### src/rtl/perceptron_load_ctrl.sv
// perceptron_load_ctrl
// Sequencer for the perceptron's serial-to-parallel input buffer. Accepts a
// valid/ready stream of samples, shifts each accepted word into the buffer,
// fires a one-cycle MAC start after a full frame, then holds the stream off
// until the MAC reports done. Flags frame-length violations on err_len.

module perceptron_load_ctrl #(
    parameter int DATA_W = 32,
    parameter int N_IN   = 10,
    parameter int CNT_W  = 4,
    parameter int FCNT_W = 16
) (
    input  logic              clk,
    input  logic              rst,
    input  logic              s_valid,
    input  logic [DATA_W-1:0] s_data,
    input  logic              s_last,
    output logic              s_ready,
    input  logic              abort,
    output logic              sh_en,
    output logic [DATA_W-1:0] sh_data,
    output logic              mac_start,
    input  logic              mac_done,
    output logic              busy,
    output logic              err_len,
    output logic [FCNT_W-1:0] frame_cnt
);

    typedef enum logic [1:0] {
        IDLE = 2'd0,
        LOAD = 2'd1,
        FIRE = 2'd2,
        WAIT = 2'd3
    } state_t;

    localparam logic [CNT_W-1:0] LAST_IDX = CNT_W'(N_IN - 1);

    state_t           state, state_nxt;
    logic [CNT_W-1:0] cnt, cnt_nxt;
    logic             accept;
    logic             start_nxt;
    logic             err_nxt;
    logic             done_nxt;

    // Ready depends only on state and abort so upstream never sees a
    // combinational path from its own valid back to ready.
    assign s_ready = ((state == IDLE) || (state == LOAD)) && !abort;
    assign accept  = s_valid && s_ready;
    assign busy    = (state != IDLE);

    // Next-state and pulse decode; abort overrides every state.
    always_comb begin
        // NOTE: every output of this block gets a default before any branch,
        // otherwise an unassigned path would infer a latch.
        state_nxt = state;
        cnt_nxt   = cnt;
        start_nxt = 1'b0;
        err_nxt   = 1'b0;
        done_nxt  = 1'b0;
        if (abort) begin
            state_nxt = IDLE;
            cnt_nxt   = '0;
        end else begin
            case (state)
                IDLE, LOAD: begin
                    // In IDLE cnt is always 0, and N_IN>=2 keeps word 0 from
                    // ever being the final word, so both states share this.
                    if (accept) begin
                        if (cnt == LAST_IDX) begin
                            state_nxt = FIRE;
                            cnt_nxt   = cnt + 1'b1;
                            err_nxt   = !s_last;
                        end else if (s_last) begin
                            state_nxt = IDLE;
                            cnt_nxt   = '0;
                            err_nxt   = 1'b1;
                        end else begin
                            state_nxt = LOAD;
                            cnt_nxt   = cnt + 1'b1;
                        end
                    end
                end
                FIRE: begin
                    start_nxt = 1'b1;
                    state_nxt = WAIT;
                end
                WAIT: begin
                    if (mac_done) begin
                        state_nxt = IDLE;
                        cnt_nxt   = '0;
                        done_nxt  = 1'b1;
                    end
                end
                default: begin
                    state_nxt = IDLE;
                    cnt_nxt   = '0;
                end
            endcase
        end
    end

    // State, counters and registered outputs; all cleared asynchronously.
    always_ff @(posedge clk or posedge rst) begin
        // NOTE: sequential state uses non-blocking assignments so every
        // register samples pre-edge values regardless of statement order.
        if (rst) begin
            state     <= IDLE;
            cnt       <= '0;
            sh_en     <= 1'b0;
            sh_data   <= '0;
            mac_start <= 1'b0;
            err_len   <= 1'b0;
            frame_cnt <= '0;
        end else begin
            state     <= state_nxt;
            cnt       <= cnt_nxt;
            sh_en     <= accept;
            mac_start <= start_nxt;
            err_len   <= err_nxt;
            if (accept) begin
                sh_data <= s_data;
            end
            if (done_nxt) begin
                frame_cnt <= frame_cnt + 1'b1;
            end
        end
    end

endmodule

### config.mk
export PLATFORM = sky130hd
export DESIGN_NAME = perceptron_load_ctrl
export DESIGN_NICKNAME = d
export VERILOG_FILES = /design/src/rtl/perceptron_load_ctrl.sv
export SDC_FILE = /design/constraint.sdc
export NUM_CORES = 1
export LEC_CHECK = 0
export CORE_ASPECT_RATIO = 1.1
export CORE_UTILIZATION = 45
export CTS_CLUSTER_SIZE = 30
export DETAILED_ROUTE_END_ITERATION = 8
export PLACE_DENSITY = 0.82
export SLEW_MARGIN = 25
export SYNTH_ARGS = -nofsm -noshare
export SYNTH_HDL_FRONTEND = slang
export SYNTH_SLANG_ARGS = --single-unit
### constraint.sdc
create_clock -name clk -period 4.7 [get_ports clk]
set_input_delay 0.47 -clock clk [delete_from_list [all_inputs] [get_ports clk]]
set_output_delay 0.47 -clock clk [all_outputs]
set_load 0.005 [all_outputs]
==> run_results.csv, run 1 <==
group,metric,value,unit
outcome,status,"completed",
drt,wl_met3,366,µm
cells_and_area,areaGrowthSynthToFinish,46.78,%
yosys,synth_cell_type_count,35,
drt,vias,1695,
placed_design,hpwl,3160,µm
sta,drv_slew,0,
yosys,synth_area,2389,µm²
sta,finalCriticalPeriod,2266,ps
sta,relSlewSlack,0.4006,
placed_design,dpl-instance-area,3324,µm²
cells_and_area,nets,313,
worst_setup_path,crit_path_end_kind,"output port",
worst_setup_path,cp_cell_sequence,"clkdlybuf4s50_1 -> nor2_1 -> clkdlybuf4s50_1",
cells_and_area,regArea,1426,µm²
drt,wl_per_cell,13.73,µm
global_route,grt_usage,0.1782,
drt,met1_length,1951,µm
cells_and_area,final_cell_mix,"clkdlybuf4s50_1, dfrtp_1, mux2_2",
worst_hold_path,hold_path.class,"reg2reg",
yosys,synth_top_family_by_area,"multiplexers",
drt,maxUsedRoutingLayer,"met4",
clock_network,cts_tree,"yes",
drt,initialDrtViolationCount,59,
yosys,synthCells,175,
clock_network,cts_resized,0,
floorplan,coreArea,5067,µm²
sta,hold_viol_final,0,
clock_network,max-clock-path-buffers,2,
sta,worst_pin_slew,893.1,ps
worst_setup_path,cp-startpoint,"abort",
drt,drt-total-wl,4571,µm
power_and_ir_drop,p_per_area,368.8,nW/µm²
drt,ant_nets,0,
yosys,yosys.area_share.simple,0.1105,
global_route,antenna_found_initial,0,
yosys,avgSynthCellArea,13.65,µm²
worst_setup_path,worstSetupPathType,"in2out",
worst_setup_path,cp_slowest_cell,"clkdlybuf4s50_1",
placed_design,gp_congestion,0.7938,
cells_and_area,fin_area,3506,µm²
power_and_ir_drop,irDropWorstVdd,247.2,µV
sta,fin_skew,6.070,ps
yosys,synth_edf_count,0,
cells_and_area,final_cells,333,
worst_setup_path,rr_startpoint,"state[1]",
floorplan,die_x,71.47,µm
clock_network,root_buffer,"clkbuf_8",
cells_and_area,drive_above_1_share,0.2109,
cells_and_area,multi_input_area,887.1,µm²
yosys,async_flop_share,1.000,
worst_setup_path,crit_path_start_kind,"input pin",
worst_hold_path,min-delay-start,"frame_cnt[15]",
yosys,synth_ff_type,"dfrtp_1",
cells_and_area,antenna_cells,0,
cells_and_area,layout_commonest_cell,"clkdlybuf4s50_1",
worst_setup_path,worstPathRequired,4230,ps
yosys,yosys.area_share.adder,0.02095,
clock_network,numCtsBuffers,9,
sta,setup_viol_count_final,0,
drt,drc_errors,0,
drt,met2_length,2165,µm
drt,viasPerCell,5.090,
worst_setup_path,slowest_delay,550,ps
yosys,synth.area.mux_share,0.1556,
yosys,syn_nets,217,
clock_network,post_cts_buffers,0,
global_route,grt_max_degree,58,
power_and_ir_drop,p_leak,1.506,nW
global_route,first_global_vias,1664,
clock_network,ctsHtreeMaxLevel,3,
worst_setup_path,crit_fanout,8,
sta,maxClockFrequency,441.4,MHz
clock_network,clock_latency,320,ps
yosys,synth_compound_area_frac,0.02933,
run,drv_cap,0,
placed_design,io_buffers,90,
drt,drt-pass1-iter-count,4,
floorplan,initial_utilization,0.4714,
placed_design,place_inst,318,
floorplan,die_y,78.41,µm
yosys,post_synth_xor_area_fraction,0.05500,
floorplan,die-area,5604,µm²
clock_network,hold_buffers,0,
sta,period_share,0.4820,
global_route,globalRouteOverflowTotal,0,
cells_and_area,fillers,402,
worst_setup_path,crit_top_cell,"clkdlybuf4s50_1",
global_route,grt_pass1_wl,7548,µm
yosys,yosysSeqAreaShare,0.5972,
yosys,synth-seq-cells,57,
sta,rsz0062_at_grt,"no",
clock_network,path_clk_slew,60,ps
floorplan,io_pins,91,
clock_network,cts_sinks,57,
sta,setup-tns-final,0,ps
worst_setup_path,arrival,1800,ps
floorplan,rows,27,
yosys,ys_warn_count,0,
## registers in the layout (all words and copies together) (netlist names)
name	flops
err_len	1
sh_en	1
mac_start	1
cnt	4
frame_cnt	16
sh_data	32
state	2
## synth_stat cells, types with 2 or more instances
cell type | count | share of area
nand2_1 | 8 | 0.013
nand3_1 | 8 | 0.017
mux2_2 | 33 | 0.16
xnor2_1 | 9 | 0.033
dfrtp_1 | 57 | 0.60
buf_6 | 3 | 0.014
nor3_1 | 2 | 0.0042
nand4_1 | 2 | 0.0052
o21ai_0 | 2 | 0.0042
nor2_1 | 9 | 0.014
or2_2 | 3 | 0.0079
xor2_1 | 6 | 0.022
inv_1 | 6 | 0.0094
buf_2 | 3 | 0.0063
ha_1 | 4 | 0.021
## final timing paths
kind                                 endpoint  cells after the start  slack, ps
worst max-delay path                  s_ready                      3       2430
worst min-delay path            frame_cnt[15]                      1        480
worst max register to register         cnt[1]                      4       2860
worst min register to register  frame_cnt[15]                      1        480
max in group asynchronous         sh_data[29]                      3       3570
min in group asynchronous              cnt[1]                      3        670
## power by group
part / total [mW] / switching, mW / internal [mW] / leakage (nW)
combinational: 0.280 / 0.0802 / 0.199 / 0.702
sequential: 0.604 / 0.0435 / 0.560 / 0.712
clock: 0.410 / 0.179 / 0.231 / 0.0915
## cell type report
| class | instances | area share |
|---|---|---|
| sequential | 57 | 0.4069 |
| timing repair buffer | 92 | 0.2612 |
| multi-input combinational | 105 | 0.2530 |
| clock buffer | 13 | 0.04818 |
| tap | 58 | 0.02070 |
| inverter | 6 | 0.006424 |
| clock inverter | 2 | 0.003569 |
## worst max-delay path, delay by kind of cell
kind                   cells  cell delay, ps
AND/OR/NAND/NOR            1             250
buffers and inverters      2            1080
## layer usage
metal / track usage / vias up
li1: - / 795
met1: 0.2117 / 824
met2: 0.2857 / 68
met3: 0.06033 / 8
met4: 0.09412 / 0
met5: 0 / -
## through the flow
stage	hold slack, ps	setup WS, ps	utilization	power [mW]
floorplan	464.7	2830	-	0.7096
global placement	474.1	2446	0.6560	0.8876
detailed placement	474.1	2405	0.6560	0.8953
CTS	483.1	2444	0.6919	1.315
global route	505.3	2369	0.6919	1.362
finish	480.4	2434	0.6919	1.293
## cell families after synthesis
kind of cell | after synthesis
compound gates | 9
xor+xnor | 15
fa+ha+maj | 4
buf+inv | 13
flops | 57
mux | 33
simple gates | 44
(Power assumes the default switching activity.)
==> inputs of run 2 (changes only) <==
CORE_UTILIZATION = 44   (was 45)
PLACE_DENSITY = 0.8   (was 0.82)
clock period = 2.3 ns   (was 4.7 ns; I/O delays follow)
==> run 2 against run 1 <==
Compared with the run above: highest routed layer unchanged; sequential share of layout area decreased by 0.57 points; largest cell class unchanged; die area increased by 2.2%; clock skew increased by 2.5 ps; clock power increased by 100%; global-route usage about the same; first-iteration DRC count increased by 39%; via count decreased by 0.65%; final area increased by 1.4%.
==> run_results.csv, run 2 (synthesis results as in run 1) <==
group,metric,value,unit
power_and_ir_drop,p_seq_frac,0.468,
clock_network,cts_resized,0,
drt,viasPerCell,4.825,
clock_network,max-clock-path-buffers,2,
sta,drv_slew,0,
worst_setup_path,worstPathRequired,2070,ps
sta,fin_skew,8.591,ps
worst_hold_path,hold_path.class,"in2async",
sta,holdWs,279.0,ps
global_route,grt_usage,0.1783,
cells_and_area,largest_reg_flops,32,
cells_and_area,drive_above_1_share,0.2202,
clock_network,numCtsBuffers,9,
clock_network,ctsHtreeMaxLevel,3,
worst_setup_path,cp_cell_sequence,"nor2_1 -> clkdlybuf4s50_1",
placed_design,io_buffers,90,
cells_and_area,reg.largest.list,"sh_data (32), frame_cnt (16), cnt (4)",
sta,worst_pin_slew,548.1,ps
cells_and_area,nets,314,
drt,vias,1684,
cells_and_area,multi_input_area,887.1,µm²
sta,period_share,0.8011,
drt,wl_per_cell,13.46,µm
floorplan,coreArea,5101,µm²
worst_setup_path,crit_path_start_kind,"flip-flop",
global_route,grt_pass1_wl,7624,µm
power_and_ir_drop,irDropWorstVdd,430.1,µV
placed_design,gp_congestion,0.7906,
worst_setup_path,slowest_delay,550,ps
sta,rsz0062_at_grt,"no",
power_and_ir_drop,p_per_area,740.3,nW/µm²
power_and_ir_drop,p_int,2.001,mW
clock_network,cts_sinks,57,
power_and_ir_drop,p_total,2.633,mW
sta,finalCriticalPeriod,1843,ps
worst_setup_path,worstSetupPathType,"reg2out",
placed_design,hpwl,3262,µm
clock_network,hold_buffers,0,
worst_setup_path,ff2ff_path_depth,6,
worst_setup_path,crit_fanout,10,
cells_and_area,fillers,378,
power_and_ir_drop,p_sw_frac,0.2398,
clock_network,path_clk_slew,60,ps
global_route,antenna_found_initial,0,
power_and_ir_drop,combPwrFrac,0.222,
global_route,globalRouteOverflowTotal,0,
drt,drc_errors,0,
global_route,top_usage_layer,"met2",
clock_network,post_cts_buffers,0,
run,drv_cap,0,
floorplan,rows,27,
worst_setup_path,arrival,1610,ps
power_and_ir_drop,switching_power,0.6314,mW
clock_network,cts_tree,"yes",
cells_and_area,final_cell_mix,"clkdlybuf4s50_1, dfrtp_1, mux2_2",
worst_setup_path,rr_startpoint,"cnt[1]",
worst_setup_path,cp_slowest_cell,"clkdlybuf4s50_1",
cells_and_area,regArea,1426,µm²
sta,hold_viol_final,0,
cells_and_area,final_util,0.6971,
clock_network,clock_latency,330,ps
global_route,use_met3,0.07107,
power_and_ir_drop,power_frac_clock,0.311,
sta,setup_viol_count_final,0,
sta,setup-tns-final,0,ps
power_and_ir_drop,p_leak,1.519,nW
floorplan,die_x,72.25,µm
sta,relSlewSlack,0.6341,
global_route,use_met1,0.2285,
floorplan,io_pins,91,
global_route,grt_max_degree,33,
worst_setup_path,reg2reg_slack,500,ps
cells_and_area,areaGrowthSynthToFinish,48.87,%
cells_and_area,antenna_cells,0,
cells_and_area,top_register,"sh_data",
sta,maxClockFrequency,542.7,MHz
drt,drt-pass1-iter-count,4,
floorplan,die-area,5728,µm²
cells_and_area,layout_commonest_cell,"clkdlybuf4s50_1",
global_route,met2_usage,0.2664,
drt,drt-total-wl,4697,µm
worst_setup_path,crit_path_end_kind,"output port",
drt,initialDrtViolationCount,82,
clock_network,root_buffer,"clkbuf_8",
global_route,first_global_vias,1579,
worst_setup_path,worstReg2RegEnd,"cnt[3]",
floorplan,die_y,79.28,µm
drt,ant_nets,0,
outcome,status,"completed",
floorplan,initial_utilization,0.4682,
## run 2: cell types whose count changed in the layout (fill, tap and decap cells not counted)
| cell | previous run | this run |
|---|---|---|
| buf_12 | 0 | 2 |
| clkinv_2 | 1 | 3 |
| buf_4 | 2 | 1 |
| clkbuf_1 | 1 | 0 |
| clkbuf_8 | 12 | 11 |
| clkinvlp_4 | 1 | 2 |
## run 2: worst max-delay path: cells and delay by family, from the launching register on
| family | cells | cell delay [ps] |
|---|---|---|
| AND/OR/NAND/NOR | 1 | 250 |
| flip-flops | 1 | 490 |
| buffers and inverters | 1 | 550 |
## run 2: worst max path at each step
stage / from / endpoint / slack [ps] / cells past startpoint
after floorplan: state[1] / sh_data[10] / 590 / 6
after global placement: abort / frame_cnt[15] / 320 / 5
after detailed placement: abort / frame_cnt[15] / 290 / 5
after CTS: state[1] / s_ready / 440 / 2
after global routing: state[1] / s_ready / 350 / 2
final: state[1] / s_ready / 460 / 2
## run 2: per-layer routing
metal  share of wire  vias to the layer above
met5               0                        -
met4           0.017                        0
met3           0.083                        9
met2            0.45                       79
met1            0.45                      792
li1                -                      804
## run 2: final cells by class
cell class	instances	area share
Sequential cell	57	0.4011
Timing Repair Buffer	93	0.2667
Multi-Input combinational cell	105	0.2495
Clock buffer	11	0.04258
Tap cell	72	0.02533
Clock inverter	5	0.008445
Inverter	6	0.006334
## run 2: power groups by stage
stage	clock [mW]	combinational [mW]	sequential, mW
2_1_floorplan	0	0.195	1.25
3_3_place_gp	0	0.579	1.25
3_5_place_dp	0	0.589	1.25
4_1_cts	0.848	0.593	1.23
5_1_grt	0.893	0.636	1.25
6_report	0.818	0.583	1.23
## run 2: per-stage QoR
| step | setup WS, ps | area (µm²) | std cells |
|---|---|---|---|
| final | 457.4 | 3556 | 349 |
| after global routing | 351.4 | 3556 | 349 |
| after CTS | 436.8 | 3556 | 349 |
| after detailed placement | 294.8 | 3374 | 333 |
| after global placement | 321.9 | 3374 | 333 |
| after floorplan | 587.0 | 2389 | 175 |
